File: src/rtl/apb_bus_arbiter.sv
// apb_bus_arbiter
//   APB master-side controller that shares one APB bus among NUM_REQ
//   requesters. Requests are arbitrated round-robin, each transfer runs
//   SETUP -> ACCESS, and the per-slave PSEL is decoded from the address.
//   Read data and error status go back to the winner with a one-cycle
//   done pulse.
//
// Ports
//   clk        : clock, all logic on the rising edge
//   n_rst      : synchronous active-low reset
//   req        : per-requester request, held until its done
//   req_addr   : packed NUM_REQ x 32 request addresses (requester i at [32*i +: 32])
//   req_write  : per-requester direction, 1 = write
//   req_wdata  : packed NUM_REQ x 32 write data
//   done       : one-hot completion pulse
//   rdata      : read data, valid while done is high
//   err        : error response, valid while done is high
//   PADDR, PWDATA, PWRITE, PENABLE, PSEL : APB master outputs
//   PRDATA     : packed NUM_SLAVES x 32 per-slave read data
//   PSLVERR    : per-slave error
module apb_bus_arbiter #(
  parameter int          NUM_REQ     = 2,
  parameter int          NUM_SLAVES  = 4,
  parameter int          SEL_LSB     = 12,
  parameter logic [31:0] DECERR_DATA = 32'hBAD1BAD1
) (
  input  logic                       clk,
  input  logic                       n_rst,
  input  logic [NUM_REQ-1:0]         req,
  input  logic [NUM_REQ*32-1:0]      req_addr,
  input  logic [NUM_REQ-1:0]         req_write,
  input  logic [NUM_REQ*32-1:0]      req_wdata,
  output logic [NUM_REQ-1:0]         done,
  output logic [31:0]                rdata,
  output logic                       err,
  output logic [31:0]                PADDR,
  output logic [31:0]                PWDATA,
  output logic                       PWRITE,
  output logic                       PENABLE,
  output logic [NUM_SLAVES-1:0]      PSEL,
  input  logic [NUM_SLAVES*32-1:0]   PRDATA,
  input  logic [NUM_SLAVES-1:0]      PSLVERR
);

  // A single slave still needs a one-bit select register internally; the
  // address field is then ignored and the select is forced to 0.
  localparam int SEL_W = (NUM_SLAVES > 1) ? $clog2(NUM_SLAVES) : 1;
  localparam int IDX_W = $clog2(NUM_REQ);
  localparam logic [SEL_W:0] NUM_SLAVES_W = (SEL_W + 1)'(NUM_SLAVES);
  localparam logic [IDX_W:0] NUM_REQ_W    = (IDX_W + 1)'(NUM_REQ);
  localparam logic [IDX_W-1:0] LAST_REQ   = IDX_W'(NUM_REQ - 1);

  typedef enum logic [1:0] {
    IDLE   = 2'd0,
    SETUP  = 2'd1,
    ACCESS = 2'd2,
    DONE   = 2'd3
  } state_e;

  state_e                 state_q, state_d;
  logic [IDX_W-1:0]       rr_ptr_q, rr_ptr_d;
  logic [IDX_W-1:0]       gnt_q, gnt_d;
  logic [SEL_W-1:0]       sel_q, sel_d;
  logic [NUM_SLAVES-1:0]  psel_q, psel_d;
  logic                   penable_q, penable_d;
  logic [31:0]            paddr_q, paddr_d;
  logic [31:0]            pwdata_q, pwdata_d;
  logic                   pwrite_q, pwrite_d;
  logic [NUM_REQ-1:0]     done_q, done_d;
  logic [31:0]            rdata_q, rdata_d;
  logic                   err_q, err_d;

  // Unpacked views of the packed per-requester / per-slave buses
  logic [31:0] req_addr_a  [NUM_REQ];
  logic [31:0] req_wdata_a [NUM_REQ];
  logic [31:0] prdata_a    [NUM_SLAVES];

  genvar gi;
  generate
    for (gi = 0; gi < NUM_REQ; gi++) begin : g_req_unpack
      assign req_addr_a[gi]  = req_addr[gi*32 +: 32];
      assign req_wdata_a[gi] = req_wdata[gi*32 +: 32];
    end
    for (gi = 0; gi < NUM_SLAVES; gi++) begin : g_slv_unpack
      assign prdata_a[gi] = PRDATA[gi*32 +: 32];
    end
  endgenerate

  // ------------------------------------------------------------------
  // Round-robin arbitration: rotate req so rr_ptr lands on bit 0, pick the
  // lowest set bit, then rotate the offset back to an absolute index.
  // ------------------------------------------------------------------
  logic [NUM_REQ-1:0] req_rot;
  logic [IDX_W-1:0]   gnt_off;
  logic [IDX_W:0]     gnt_sum;
  logic [IDX_W-1:0]   gnt_idx;
  logic               gnt_valid;
  logic [IDX_W-1:0]   rr_ptr_next;

  always_comb begin
    req_rot   = NUM_REQ'({req, req} >> rr_ptr_q);
    gnt_valid = 1'b0;
    gnt_off   = '0;
    // Descending scan so the lowest set offset is the one left standing
    for (int i = NUM_REQ - 1; i >= 0; i--) begin
      if (req_rot[i]) begin
        gnt_valid = 1'b1;
        gnt_off   = IDX_W'(i);
      end
    end
    gnt_sum = {1'b0, rr_ptr_q} + {1'b0, gnt_off};
    if (gnt_sum >= NUM_REQ_W) begin
      gnt_idx = IDX_W'(gnt_sum - NUM_REQ_W);
    end else begin
      gnt_idx = gnt_sum[IDX_W-1:0];
    end
    rr_ptr_next = (gnt_idx == LAST_REQ) ? '0 : gnt_idx + 1'b1;
  end

  // ------------------------------------------------------------------
  // Slave-select decode from the winner's address (the value being latched)
  // ------------------------------------------------------------------
  logic [31:0]           gnt_addr;
  logic [SEL_W-1:0]      sel_raw;
  logic                  dec_ok;
  logic [NUM_SLAVES-1:0] psel_onehot;

  assign gnt_addr = req_addr_a[gnt_idx];

  generate
    if (NUM_SLAVES > 1) begin : g_sel_field
      assign sel_raw = gnt_addr[SEL_LSB +: SEL_W];
    end else begin : g_sel_single
      assign sel_raw = '0;
    end
    for (gi = 0; gi < NUM_SLAVES; gi++) begin : g_psel_dec
      assign psel_onehot[gi] = (sel_raw == SEL_W'(gi));
    end
  endgenerate

  // Only reachable when NUM_SLAVES is not a power of two
  assign dec_ok = ({1'b0, sel_raw} < NUM_SLAVES_W);

  // One-hot done vectors for the fresh grant and the held grant
  logic [NUM_REQ-1:0] gnt_idx_oh;
  logic [NUM_REQ-1:0] gnt_q_oh;

  generate
    for (gi = 0; gi < NUM_REQ; gi++) begin : g_gnt_oh
      assign gnt_idx_oh[gi] = (gnt_idx == IDX_W'(gi));
      assign gnt_q_oh[gi]   = (gnt_q == IDX_W'(gi));
    end
  endgenerate

  // ------------------------------------------------------------------
  // Transfer sequencer: next-state and next-output logic. Every output is
  // a flop, so each value here is what appears on the port next cycle.
  // ------------------------------------------------------------------
  always_comb begin
    state_d   = state_q;
    rr_ptr_d  = rr_ptr_q;
    gnt_d     = gnt_q;
    sel_d     = sel_q;
    psel_d    = psel_q;
    penable_d = penable_q;
    paddr_d   = paddr_q;
    pwdata_d  = pwdata_q;
    pwrite_d  = pwrite_q;
    done_d    = '0;
    rdata_d   = rdata_q;
    err_d     = err_q;

    unique case (state_q)
      IDLE: begin
        psel_d    = '0;
        penable_d = 1'b0;
        rdata_d   = '0;
        err_d     = 1'b0;
        if (gnt_valid) begin
          gnt_d    = gnt_idx;
          rr_ptr_d = rr_ptr_next;
          sel_d    = sel_raw;
          paddr_d  = gnt_addr;
          pwdata_d = req_wdata_a[gnt_idx];
          pwrite_d = req_write[gnt_idx];
          if (dec_ok) begin
            psel_d  = psel_onehot;
            state_d = SETUP;
          end else begin
            // Decode error: never touch the bus, complete straight away
            done_d  = gnt_idx_oh;
            err_d   = 1'b1;
            rdata_d = DECERR_DATA;
            state_d = DONE;
          end
        end
      end

      SETUP: begin
        penable_d = 1'b1;
        state_d   = ACCESS;
      end

      ACCESS: begin
        psel_d    = '0;
        penable_d = 1'b0;
        rdata_d   = pwrite_q ? 32'h0 : prdata_a[sel_q];
        err_d     = PSLVERR[sel_q];
        done_d    = gnt_q_oh;
        state_d   = DONE;
      end

      DONE: begin
        // No grant here, so a requester has a cycle to drop its req
        rdata_d = '0;
        err_d   = 1'b0;
        state_d = IDLE;
      end

      default: begin
        state_d = IDLE;
      end
    endcase
  end

  always_ff @(posedge clk) begin
    if (!n_rst) begin
      state_q   <= IDLE;
      rr_ptr_q  <= '0;
      gnt_q     <= '0;
      sel_q     <= '0;
      psel_q    <= '0;
      penable_q <= 1'b0;
      paddr_q   <= '0;
      pwdata_q  <= '0;
      pwrite_q  <= 1'b0;
      done_q    <= '0;
      rdata_q   <= '0;
      err_q     <= 1'b0;
    end else begin
      state_q   <= state_d;
      rr_ptr_q  <= rr_ptr_d;
      gnt_q     <= gnt_d;
      sel_q     <= sel_d;
      psel_q    <= psel_d;
      penable_q <= penable_d;
      paddr_q   <= paddr_d;
      pwdata_q  <= pwdata_d;
      pwrite_q  <= pwrite_d;
      done_q    <= done_d;
      rdata_q   <= rdata_d;
      err_q     <= err_d;
    end
  end

  assign PSEL    = psel_q;
  assign PENABLE = penable_q;
  assign PADDR   = paddr_q;
  assign PWDATA  = pwdata_q;
  assign PWRITE  = pwrite_q;
  assign done    = done_q;
  assign rdata   = rdata_q;
  assign err     = err_q;

endmodule
File: config.mk
export PLATFORM = sky130hd
export DESIGN_NAME = apb_bus_arbiter
export DESIGN_NICKNAME = d
export VERILOG_FILES = /design/src/rtl/apb_bus_arbiter.sv
export SDC_FILE = /design/constraint.sdc
export NUM_CORES = 1
export LEC_CHECK = 0
export ABC_AREA = 1
export CAP_MARGIN = 25
export CORE_AREA = 5 5 140 142
export CTS_BUF_LIST = sky130_fd_sc_hd__clkbuf_16
export CTS_CLUSTER_DIAMETER = 100
export DETAILED_ROUTE_END_ITERATION = 6
export DIE_AREA = 0 0 145 147
export PLACE_DENSITY_LB_ADDON = 0.25
export SETUP_SLACK_MARGIN = 0.1
export SLEW_MARGIN = 0
export SYNTH_ARGS = -nofsm -noshare
export SYNTH_HDL_FRONTEND = slang
export SYNTH_SLANG_ARGS = --single-unit
File: constraint.sdc
create_clock -name clk -period 2.08 [get_ports clk]
set_input_delay 0.416 -clock clk [delete_from_list [all_inputs] [get_ports clk]]
set_output_delay 0.416 -clock clk [all_outputs]
set_load 0.01 [all_outputs]
==> summary.md <==
| Metric | Value |
|---|---|
| Status | completed |
| Most numerous cell in the Yosys netlist | nand2_1 |
| CP Launch Type | register |
| Die H | roughly 150 µm |
| # IOs | 371 |
| CTS resizes | 0 |
| Worst-path clk slew | 0.07 ns |
| DP Wirelength | 16300 µm |
| Vias in the first global route | around 6.2k |
| CTS Hold Buffers Added | 0 |
| TNS Setup | 0 ns |
| Site Rows | 50 |
| GR Util met3 | 7.16% |
| Net count, final | between 1k and 1.5k |
| Setup ws final | ~0.19 ns |
| Dpl cell area | 9270 µm² |
| Fraction of registers with async set or reset after synthesis | 0% |
| Synthesized area per cell | approximately 6.7 µm² |
| DR DRC count | 0 |
| Synth Flop Type | dfxtp_1 |
| Reg2reg setup slack | 0.49 ns |
| VDD IR-drop max | 434 µV |
| Vias post-DR | 6382 |
| Area fraction of the dominant cell type after synthesis | 41.5% |
| Setup crit end kind | primary output |
| Req. time, crit path | 1.66 ns |
| Post-synth EDFFs | 0 |
| Crit path cell chain | clkdlybuf4s50_1 |
| Initial Utilization | 28.7% |
| Yosys cell types | 25 |
| Fmax | 528 MHz |
| Synth top area cells | dfxtp_1 42%, nand2_1 19%, o21ai_0 8.2% |
| Layer with the highest usage | met2 |
| Flops & latches, synth | about 110 |
| WL/cell | 15.7 µm |
| CP peak stage delay | 0.66 ns |
| Fin cells | 1372 |
| Slew @ Worst Pin | 0.369 ns |
| GRT met2 Usage | 33.2% |
| Mapped Area | 5260 µm² |
| Via density | 4.65 |
| Fin. Hold Viols | 0 |
| Relative max-transition margin | between 70 and 80% |
| Cell family with most CP delay | buffers and inverters |
| Number of post-CTS setup repair buffers | 0 |
| Final wirelength | 21500 µm |
| WP data arrival | 1.48 ns |
| PortBufs | 370 |
| RSZ-0062 raised after global routing | no |
| Max FO, Critical Path | 3 |
| First-pass GRT wire length | 33600 µm |
| Slew Viols, Final | 0 |
| HP Class | register to register |
| Mapped Cells | 789 |
| Syn. warnings | 0 |
| Syn Nets | 1059 |
| Setup violators final | 0 |
| Clock sinks | 109 |
| Core area | about 18000 µm² |
| Grt ovf | 0 |
| Power Density | ~1000 nW/µm² |
| Initial antenna violation count | 0 |
| Root Driver | clkbuf_16 |
| DR pass1 iterations | 4 |
| Final period utilization | 91.0% |
| Antenna-violating nets left | 0 |
| Crit path buf inv count | 1 |
| H-tree depth | 3 |
| Yosys top cell by area | dfxtp_1 |
| Worst Skew | approximately 0.0057 ns |
| Clk buf depth | 2 |
| Die Width | 145 µm |
| Top cells by count, synth | 272 x nand2_1, 109 x dfxtp_1, 105 x nor2_1 |
| Final Cell Area | approximately 9600 µm² |
| Worst Setup Slack post-DPL | 0.126 ns |
| Max_cap viols | 0 |
| Leakage power | 3.47 nW |
| Initial DRC count | roughly 220 |
| CTS tree | done |
| Share of cells above drive strength 1 | 3.95% |
| Placed instance count | 1356 |
| Total track usage | 19.2% |
| Slowest cell on crit path | clkdlybuf4s50_1 |
| Antenna cells | 0 |
| DIE AREA | 21300 µm² |
| Gpl congestion | slightly below 0.8 |
| Total CTS buffers | 9 |
| Largest net degree at the start of global routing | 68 |
| Post-layout util | 52.2% |
| Sequential area share after synthesis | 41.5% |
| Met1 usage | 22.7% |
| Worst-skew pair later-pin latency | 0.35 ns |
| Final Critical Period | around 1.9 ns |
| Setup CP Type | register to primary output |
| Area delta synth->final | 81.9% |
## final cells by class
class                           count  area (µm²)
Inverter                           17        65.1
Clock buffer                        9         225
Tap cell                          234         293
Fill cell                        1829        8770
Clock inverter                      7        66.3
Multi-Input combinational cell    605        2730
Sequential cell                   109        2180
Timing Repair Buffer              391        4000
## routing by layer
layer	wire length [µm]	share of wire (%)
met2	10400	48
met5	0	0
met1	8970	42
met4	299	1.4
met3	1850	8.6
## layout by cell type, fill, tap and decap left out
master             n
nor2_4             1
clkinv_1           1
a31oi_1           63
inv_6              1
inv_1             16
clkinvlp_4         2
nand2_1          272
o211ai_1           1
nand3_1            7
nand3b_1           1
o21ai_4            1
ha_1               4
nor3_1             2
o21ai_0           86
dfxtp_1          107
buf_12            11
clkbuf_16          9
nor2_1           105
bufinv_16          1
clkdlybuf4s50_1  370
a211oi_1           2
buf_4             10
nor2_8             1
o21ai_1           16
nor3_4             1
nand2_4            1
dfxtp_2            2
inv_2              1
a21oi_1           40
clkinv_2           2
nand2_2            1
## metrics by stage
stage	hold slack (ns)	total power, mW
5_1_grt	0.453	10.3
3_5_place_dp	0.413	7.95
2_1_floorplan	0.399	5.47
3_3_place_gp	0.410	7.91
4_1_cts	0.421	9.72
6_report	0.428	9.58
## power by group
group	leakage [nW]	internal [mW]	switching (mW)
logic	2.44	2.31	2.56
clock network	0.141	0.929	0.802
registers	0.894	2.64	0.327
total	3.47	5.89	3.69
## flip-flops by register name, summed over array words and instances (netlist names)
signal,flops
gnt_q,1
PWDATA,32
PADDR,31
rdata,32
PENABLE,1
rr_ptr_q,1
err,1
sel_q,1
PSEL,4
state_q,2
done,2
PWRITE,1
## final timing paths
kind                            depth (start not counted)    endpoint        from
worst max-delay path                                    1      PWRITE      PWRITE
worst max register to register                          7  PWDATA[26]  state_q[0]
worst min register to register                          1     done[0]       gnt_q
worst min-delay path                                    1     done[0]       gnt_q
## cells by family after synthesis
group                    count (synthesis)  share of synthesized area, %
buffers and inverters                   75                          6.74
flip-flops                             109                          41.5
AO/OA/AOI/OAI                          209                          21.8
AND/OR/NAND/NOR                        392                          29.0
adder cells (fa/ha/maj)                  4                         0.952
No activity file was read; power rests on OpenSTA's default activity.
